[src/rtl/palette_pkg.sv]
// palette_pkg: shared types, reset-time colour tables and helpers for palette_lut.
//   color_t       : RGB888 colour word
//   fsm_e         : INIT (self-load defaults) / RUN (lookups + writes)
//   DEFAULT_PAL   : four 16-entry default palettes
//   default_color : default for (pal, idx); palettes >= 4 reuse palette 0
package palette_pkg;

    localparam int COLOR_W_DEF = 24;

    typedef logic [COLOR_W_DEF-1:0] color_t;

    typedef enum logic {INIT, RUN} fsm_e;

    localparam color_t DEFAULT_PAL [0:3][0:15] = '{
        '{24'h000000, 24'hffffff, 24'hb79bdc, 24'h8b5fbf, 24'h5e3a8c, 24'h2d1b4e, 24'hff6b6b, 24'hffd93d,
          24'h6bcb77, 24'h4d96ff, 24'hc0c0c0, 24'h808080, 24'h404040, 24'hff9f1c, 24'h2ec4b6, 24'h000000},
        '{24'h000000, 24'hffffff, 24'he63946, 24'ha8dadc, 24'h457b9d, 24'h1d3557, 24'hf1faee, 24'hffb703,
          24'hfb8500, 24'h023047, 24'h8ecae6, 24'h219ebc, 24'h606c38, 24'h283618, 24'hdda15e, 24'h000000},
        '{24'h000000, 24'hffffff, 24'h2a9d8f, 24'he9c46a, 24'hf4a261, 24'he76f51, 24'h264653, 24'h90be6d,
          24'h43aa8b, 24'h577590, 24'hf94144, 24'hf3722c, 24'hf8961e, 24'hf9c74f, 24'h4d908e, 24'h000000},
        '{24'h000000, 24'hffffff, 24'h7209b7, 24'h3a0ca3, 24'h4361ee, 24'h4cc9f0, 24'hf72585, 24'hb5179e,
          24'h560bad, 24'h480ca8, 24'h3f37c9, 24'h4895ef, 24'h06d6a0, 24'hffd166, 24'hef476f, 24'h000000}
    };

    // Palettes 4..7 have no dedicated table and fall back to palette 0.
    function automatic color_t default_color(input logic [2:0] pal, input logic [3:0] idx);
        logic [1:0] p;
        p = pal[2] ? 2'd0 : pal[1:0];
        return DEFAULT_PAL[p][idx];
    endfunction

endpackage

[src/rtl/palette_flash_ctr.sv]
// palette_flash_ctr: per-palette hit-flash frame countdown.
// Built only when PALETTE_FLASH_EN is defined.
//   i_clk, i_rst  : clock, synchronous active-high reset
//   i_load        : trigger (already qualified by RUN); loads FLASH_FRAMES
//   i_dec         : frame-start pulse; decrements a nonzero count
//   o_active      : count is nonzero
`ifdef PALETTE_FLASH_EN
module palette_flash_ctr
    import palette_pkg::*;
#(
    parameter  int FLASH_FRAMES = 8,
    localparam int CNT_W        = $clog2(FLASH_FRAMES + 1)
) (
    input  logic i_clk,
    input  logic i_rst,
    input  logic i_load,
    input  logic i_dec,
    output logic o_active
);

    logic [CNT_W-1:0] cnt_q, cnt_d;

    // A trigger landing on a frame boundary restarts the flash rather than
    // losing a frame, so load has priority over decrement.
    always_comb begin
        cnt_d = cnt_q;
        if (i_load) begin
            cnt_d = CNT_W'(FLASH_FRAMES);
        end else if (i_dec && (cnt_q != '0)) begin
            cnt_d = cnt_q - CNT_W'(1);
        end
    end

    always_ff @(posedge i_clk) begin
        if (i_rst) begin
            cnt_q <= '0;
        end else begin
            cnt_q <= cnt_d;
        end
    end

    assign o_active = (cnt_q != '0);

endmodule
`endif

[src/rtl/palette_lut.sv]
// palette_lut: runtime-writable multi-palette colour lookup for sprites.
// After reset the INIT state writes one default entry per cycle
// (NUM_PAL*2^IDX_W cycles), then RUN accepts lookups and writes.
// Lookups have 2-cycle latency, fully pipelined.
// Optional feature macro: PALETTE_FLASH_EN (per-palette hit-flash to white).
// Ports:
//   i_clk, i_rst                         : clock, synchronous active-high reset
//   i_valid, i_pal_sel, i_idx            : lookup request
//   o_valid, o_color, o_transparent      : lookup result (idx 0 or bad palette -> transparent, colour 0)
//   i_wr_en, i_wr_pal, i_wr_idx, i_wr_data : live palette entry write (RUN only)
//   o_ready                              : defaults loaded; in RUN
//   i_frame_start, i_flash_trig          : flash timing/triggers (unused unless PALETTE_FLASH_EN)
module palette_lut
    import palette_pkg::*;
#(
    parameter  int NUM_PAL      = 4,
    parameter  int IDX_W        = 4,
    parameter  int COLOR_W      = 24,
    parameter  int FLASH_FRAMES = 8,
    localparam int PAL_W        = (NUM_PAL > 1) ? $clog2(NUM_PAL) : 1
) (
    input  logic               i_clk,
    input  logic               i_rst,
    input  logic               i_valid,
    input  logic [PAL_W-1:0]   i_pal_sel,
    input  logic [IDX_W-1:0]   i_idx,
    output logic               o_valid,
    output logic [COLOR_W-1:0] o_color,
    output logic               o_transparent,
    input  logic               i_wr_en,
    input  logic [PAL_W-1:0]   i_wr_pal,
    input  logic [IDX_W-1:0]   i_wr_idx,
    input  logic [COLOR_W-1:0] i_wr_data,
    output logic               o_ready,
    input  logic               i_frame_start,
    input  logic [NUM_PAL-1:0] i_flash_trig
);

    localparam int ADDR_W  = PAL_W + IDX_W;
    localparam int DEPTH   = 1 << ADDR_W;
    localparam int ENTRIES = NUM_PAL << IDX_W;

    localparam logic [ADDR_W-1:0] LAST_ADDR = ADDR_W'(ENTRIES - 1);
    localparam logic [PAL_W:0]    NUM_PAL_C = (PAL_W + 1)'(NUM_PAL);

    // ---------------- init / run FSM ----------------
    fsm_e              state_q, state_d;
    logic [ADDR_W-1:0] init_cnt_q, init_cnt_d;
    logic              run;

    always_ff @(posedge i_clk) begin
        if (i_rst) begin
            state_q    <= INIT;
            init_cnt_q <= '0;
        end else begin
            state_q    <= state_d;
            init_cnt_q <= init_cnt_d;
        end
    end

    always_comb begin
        state_d    = state_q;
        init_cnt_d = init_cnt_q;
        case (state_q)
            INIT: begin
                if (init_cnt_q == LAST_ADDR) begin
                    state_d    = RUN;
                    init_cnt_d = '0;
                end else begin
                    init_cnt_d = init_cnt_q + ADDR_W'(1);
                end
            end
            RUN:     state_d = RUN;
            default: state_d = INIT;
        endcase
    end

    assign run     = (state_q == RUN);
    assign o_ready = run;

    // ---------------- palette RAM ----------------
    // Address is {palette, index}, so the linear init counter walks every
    // entry of every palette in order.
    logic [COLOR_W-1:0] mem_q [0:DEPTH-1];

    logic [PAL_W-1:0]   init_pal;
    logic [IDX_W-1:0]   init_idx;
    logic [COLOR_W-1:0] init_data;
    logic               init_we, wr_ok;

    assign init_pal  = init_cnt_q[ADDR_W-1:IDX_W];
    assign init_idx  = init_cnt_q[IDX_W-1:0];
    assign init_data = COLOR_W'(default_color(3'(init_pal), 4'(init_idx)));
    assign init_we   = !i_rst && (state_q == INIT);
    assign wr_ok     = !i_rst && run && i_wr_en && ({1'b0, i_wr_pal} < NUM_PAL_C);

    always_ff @(posedge i_clk) begin
        if (init_we) begin
            mem_q[init_cnt_q] <= init_data;
        end else if (wr_ok) begin
            mem_q[{i_wr_pal, i_wr_idx}] <= i_wr_data;
        end
    end

    // ---------------- flash ----------------
    logic in_pal_ok;
    logic flash_hit;

    assign in_pal_ok = ({1'b0, i_pal_sel} < NUM_PAL_C);

`ifdef PALETTE_FLASH_EN
    logic [NUM_PAL-1:0] flash_act;

    for (genvar p = 0; p < NUM_PAL; p++) begin : g_flash
        palette_flash_ctr #(
            .FLASH_FRAMES(FLASH_FRAMES)
        ) u_ctr (
            .i_clk   (i_clk),
            .i_rst   (i_rst),
            .i_load  (run && i_flash_trig[p]),
            .i_dec   (i_frame_start),
            .o_active(flash_act[p])
        );
    end

    assign flash_hit = in_pal_ok && flash_act[i_pal_sel];
`else
    logic unused_flash;
    assign flash_hit    = 1'b0;
    assign unused_flash = ^{i_flash_trig, i_frame_start, FLASH_FRAMES[0]};
`endif

    // ---------------- lookup pipeline ----------------
    // vld_pipe_q[0]: stage-1 request valid, vld_pipe_q[1]: o_valid.
    logic [1:0]         vld_pipe_q;
    logic [PAL_W-1:0]   s1_pal_q;
    logic [IDX_W-1:0]   s1_idx_q;
    logic               s1_flash_q;
    logic [COLOR_W-1:0] color_q;
    logic               transp_q;

    logic               s1_pal_ok;
    logic               s2_transp;
    logic [COLOR_W-1:0] rd_color, s2_color;

    // Stage-2 reads the RAM before any same-edge write lands, so a write
    // on the stage-2 edge is seen only by later lookups.
    assign rd_color  = mem_q[{s1_pal_q, s1_idx_q}];
    assign s1_pal_ok = ({1'b0, s1_pal_q} < NUM_PAL_C);
    assign s2_transp = !s1_pal_ok || (s1_idx_q == '0);
    assign s2_color  = s2_transp  ? '0 :
                       s1_flash_q ? '1 : rd_color;

    always_ff @(posedge i_clk) begin
        if (i_rst) begin
            vld_pipe_q <= '0;
            s1_pal_q   <= '0;
            s1_idx_q   <= '0;
            s1_flash_q <= 1'b0;
            color_q    <= '0;
            transp_q   <= 1'b0;
        end else begin
            vld_pipe_q <= {vld_pipe_q[0], i_valid && run};
            s1_pal_q   <= i_pal_sel;
            s1_idx_q   <= i_idx;
            s1_flash_q <= flash_hit;
            // Result registers hold the last result between valid beats.
            if (vld_pipe_q[0]) begin
                color_q  <= s2_color;
                transp_q <= s2_transp;
            end
        end
    end

    assign o_valid       = vld_pipe_q[1];
    assign o_color       = color_q;
    assign o_transparent = transp_q;

endmodule

[config.mk]
export PLATFORM = sky130hd
export DESIGN_NAME = palette_lut
export DESIGN_NICKNAME = d
export VERILOG_FILES = /design/src/rtl/palette_pkg.sv /design/src/rtl/palette_flash_ctr.sv /design/src/rtl/palette_lut.sv
export SDC_FILE = /design/constraint.sdc
export NUM_CORES = 2
export LEC_CHECK = 0
export BUFFER_PORTS_ARGS = -buffer_cell sky130_fd_sc_hd__buf_2
export CAP_MARGIN = 5
export CORE_MARGIN = 2
export CORE_UTILIZATION = 41
export CTS_CLUSTER_DIAMETER = 100
export CTS_CLUSTER_SIZE = 10
export DETAILED_ROUTE_END_ITERATION = 10
export PLACE_DENSITY_LB_ADDON = 0.08
export SYNTH_ARGS = -nofsm -noshare
export SYNTH_HDL_FRONTEND = slang
export SYNTH_SLANG_ARGS = --single-unit
[constraint.sdc]
create_clock -name i_clk -period 11.4 [get_ports i_clk]
set_clock_uncertainty 0.05 [all_clocks]
set_input_delay 1.71 -clock i_clk [delete_from_list [all_inputs] [get_ports i_clk]]
set_output_delay 1.71 -clock i_clk [all_outputs]
set_load 0.02 [all_outputs]
==> summary.txt <==
Finish
  • Area occupied by multi-input gates: 15200 um^2
  • # nets final: 3477
  • Fill cells: 12.8k
  • Area Growth Syn to Fin: 13.1%
  • Storage cell area: 46900 um^2
  • Final Cell Area: ~71000 um^2
  • Layout cell share with drive strength beyond 1: 0.234
  • Most frequent cells in the layout: 1536 x edfxtp_1, 307 x mux4_2, 228 x mux2i_1, 180 x clkbuf_16, 132 x buf_4
  • Most common cell after layout, fill and taps aside: edfxtp_1

Floorplan
  • Initial cell density of the core: 0.413
  • IO Count: a little over 70
  • DIE HEIGHT: between 300 and 400 um
  • Die width: 396 um
  • DIE AREA: 156000 um^2
  • Core ar.: around 150000 um^2
  • Row cnt: 143

Clocking
  • Root Driver: clkbuf_16
  • # hold bufs at CTS: 0
  • Clock buffer depth: 3
  • CTS H-tree depth: 4
  • Post-CTS setup buffers: 0
  • TritonCTS buffer count: 176
  • Num Clock Sinks: 1576
  • Post-CTS sizing: 0
  • Clk_lat worst skew: 0.79 ns
  • CTS tree: yes
  • CTS clock-pin slew for the worst setup and hold paths: 0.05 ns

Routing
  • Vias: 32.8k
  • Routed wire length: 178 mm
  • Routed vias/inst: 5.93
  • TritonRoute pass-1 iters: 5
  • Initial DRC Count: 3775
  • Post-route DRC violation count: 0
  • Routed Antenna Nets: 0
  • DR WL/cell: approximately 32 um

GRT
  • Vias in the first global route: between 30k and 40k
  • Grt total ovfl: 0
  • First-pass GRT wire length: between 200 and 300 mm
  • Largest net degree at the start of global routing: 106
  • Initial antenna violation count: 18
  • GR Util All Layers: 0.228

Yosys
  • Post-synthesis compound-gate area fraction: 0.0546
  • Syn nets: 3314
  • Cells after Synth: around 3.3k
  • Xor and xnor area share after synthesis: 0.000139
  • Distinct cells, synth: 70
  • Mean Syn Cell Area: 19.3 um^2
  • Post-Synth Adder-Cell Area: 0.00179
  • EDFF count, synth: ~1.5k
  • Ys Warns: 0
  • Mux share of post-synthesis cell area: 0.148
  • Top flip-flop cell by instance count after synthesis: edfxtp_1
  • Register area share after synthesis: 0.747
  • Post-synth ARST share: 0
  • #FFs+latches synth: 1576
  • Largest family of logic cells by synthesized area: multiplexers
  • Synth Cell Area: approximately 63000 um^2
  • Post-Synth Simple-Gate Area: 0.0309

STA
  • Endpoints failing hold: 0
  • Setup violations, final: 0
  • Max Fclk: between 200 and 250 MHz
  • Tmin final: between 4 and 5 ns
  • Period Utilization, post-route: 0.416
  • RSZ-0062 raised after global routing: no
  • Slew of the pin with the lowest slew margin: 1.30 ns
  • Slew headroom: 0.127
  • Final Max Slew Viols: 0
  • TNS Setup: 0 ns

Worst setup path
  • FF-to-FF Start: s1_idx_q[1]
  • Reg2reg setup slack: 6.94 ns
  • Setup CP Type: input pin to flop
  • Cell depth of the worst flop-to-flop path: 6
  • Element type at the critical path end: flop
  • FF-to-FF End: o_color[1]
  • Req. time, crit path: 11.76 ns
  • CP arrival: 5.10 ns
  • CP max FO: 39
  • Crit path launch type: input pin

Place
  • HPWL Detailed: 103 mm
  • Placed instance area: 66100 um^2
  • Port buffer count: between 60 and 70
  • Routability Congestion: 0.867

Hold path
  • Min-Delay Path Depth: 2
  • HP Start: o_transparent
  • Hold path endpoint: o_transparent
  • Worst Hold Class: flop to flop

Pwr
  • VDD IR max: between 0.15 and 0.2 mV
  • Pleak: about 22 nW
  • Pwr dens: approximately 180 nW/um^2

Outcome
  • Outcome: finished clean

Job
  • Max-cap violation count: 0
## final cells by class
type,instances,share of cell area
inverter,9,0.000475
antenna,4,0.000141
clock inverter,14,0.00366
sequential,1576,0.661
multi-input combinational,1460,0.214
tap,2030,0.0357
clock buffer,232,0.0661
timing repair buffer,200,0.0192
## per-stage QoR
stage / hold slack (ns) / instances / setup slack [ns] / power (W) / utilization
2_1_floorplan: 0.423 / 3260 / 5.52 / 0.00723 / -
3_3_place_gp: 0.417 / 5275 / 5.87 / 0.00761 / 0.435
3_5_place_dp: 0.423 / 5275 / 5.83 / 0.00764 / 0.435
4_1_cts: 0.432 / 5521 / 6.71 / 0.0127 / 0.467
5_1_grt: 0.463 / 5521 / 6.50 / 0.0129 / 0.467
6_report: 0.433 / 5525 / 6.66 / 0.0125 / 0.467
## worst max-delay path, stage by stage
cell	delay (ns)
buf_2	0.26
and3b_2	0.86
nor2_1	0.15
a21oi_1	0.31
nand2_1	0.63
nor2_4	1.11
## worst max path at each step
stage               startpoint            end  slack (ns)  cells past startpoint
floorplan                i_rst   mem_q[0][21]        5.52                      5
global placement         i_rst   mem_q[30][1]        5.87                      6
detailed placement       i_rst   mem_q[30][1]        5.83                      6
CTS                      i_rst   mem_q[30][1]        6.71                      6
global route             i_rst  mem_q[30][19]        6.50                      6
finish                   i_rst   mem_q[30][1]        6.66                      6
## layer usage
layer | vias up | share of wire | track usage
met5 | - | 0 | 0
met4 | 0 | 0.025 | 0.0611
met3 | 232 | 0.070 | 0.0423
met2 | 1253 | 0.48 | 0.365
met1 | 17500 | 0.42 | 0.320
li1 | 13800 | - | -
## flip-flops by register name, summed over array words and instances, names as in the netlist, named ones only
name	count
s1_idx_q	4
o_transparent	1
o_ready	1
o_color	24
init_cnt_q	6
mem_q	1536
vld_pipe_q	2
## cells by family (layout without fill, tap and decap cells)
| kind of cell | Yosys count | in the layout |
|---|---|---|
| simple gates | 409 | 409 |
| fa+ha+maj | 9 | 9 |
| other cells | 0 | 4 |
| compound gates | 497 | 497 |
| flops | 1576 | 1576 |
| mux | 544 | 544 |
| xor+xnor | 1 | 1 |
| buf+inv | 224 | 455 |
## power by group
part,switching [W],internal [W]
combinational,0.000657,0.000238
clock,0.00219,0.00286
sequential,0.0000137,0.00658
## cells in the mapped netlist (5+ instances only)
library cell	instances	area share
a2111oi_0	5	0.00070
a211oi_1	10	0.0012
a21o_1	8	0.00096
a21oi_1	101	0.0080
a221oi_1	28	0.0039
a22o_1	19	0.0026
a22oi_1	68	0.0081
a311oi_1	6	0.00084
a31oi_1	13	0.0013
and2_1	6	0.00060
buf_1	17	0.0010
buf_2	71	0.0057
buf_4	31	0.0037
buf_6	11	0.0020
clkbuf_1	85	0.0051
dfxtp_1	40	0.013
edfxtp_1	1536	0.73
ha_1	9	0.0018
inv_1	7	0.00042
mux2_2	9	0.0016
mux2i_1	228	0.036
mux4_2	307	0.11
nand2_1	101	0.0060
nand2b_1	27	0.0027
nand3_1	54	0.0043
nand3b_1	10	0.0012
nand4b_1	9	0.0013
nor2_1	130	0.0078
nor2b_1	30	0.0030
nor3_1	18	0.0014
o2111ai_1	16	0.0022
o211ai_1	57	0.0068
o21ai_0	50	0.0040
o21ai_1	16	0.0013
o221ai_1	13	0.0018
o22ai_1	33	0.0033
o31ai_1	12	0.0014
(Power assumes the default switching activity.)
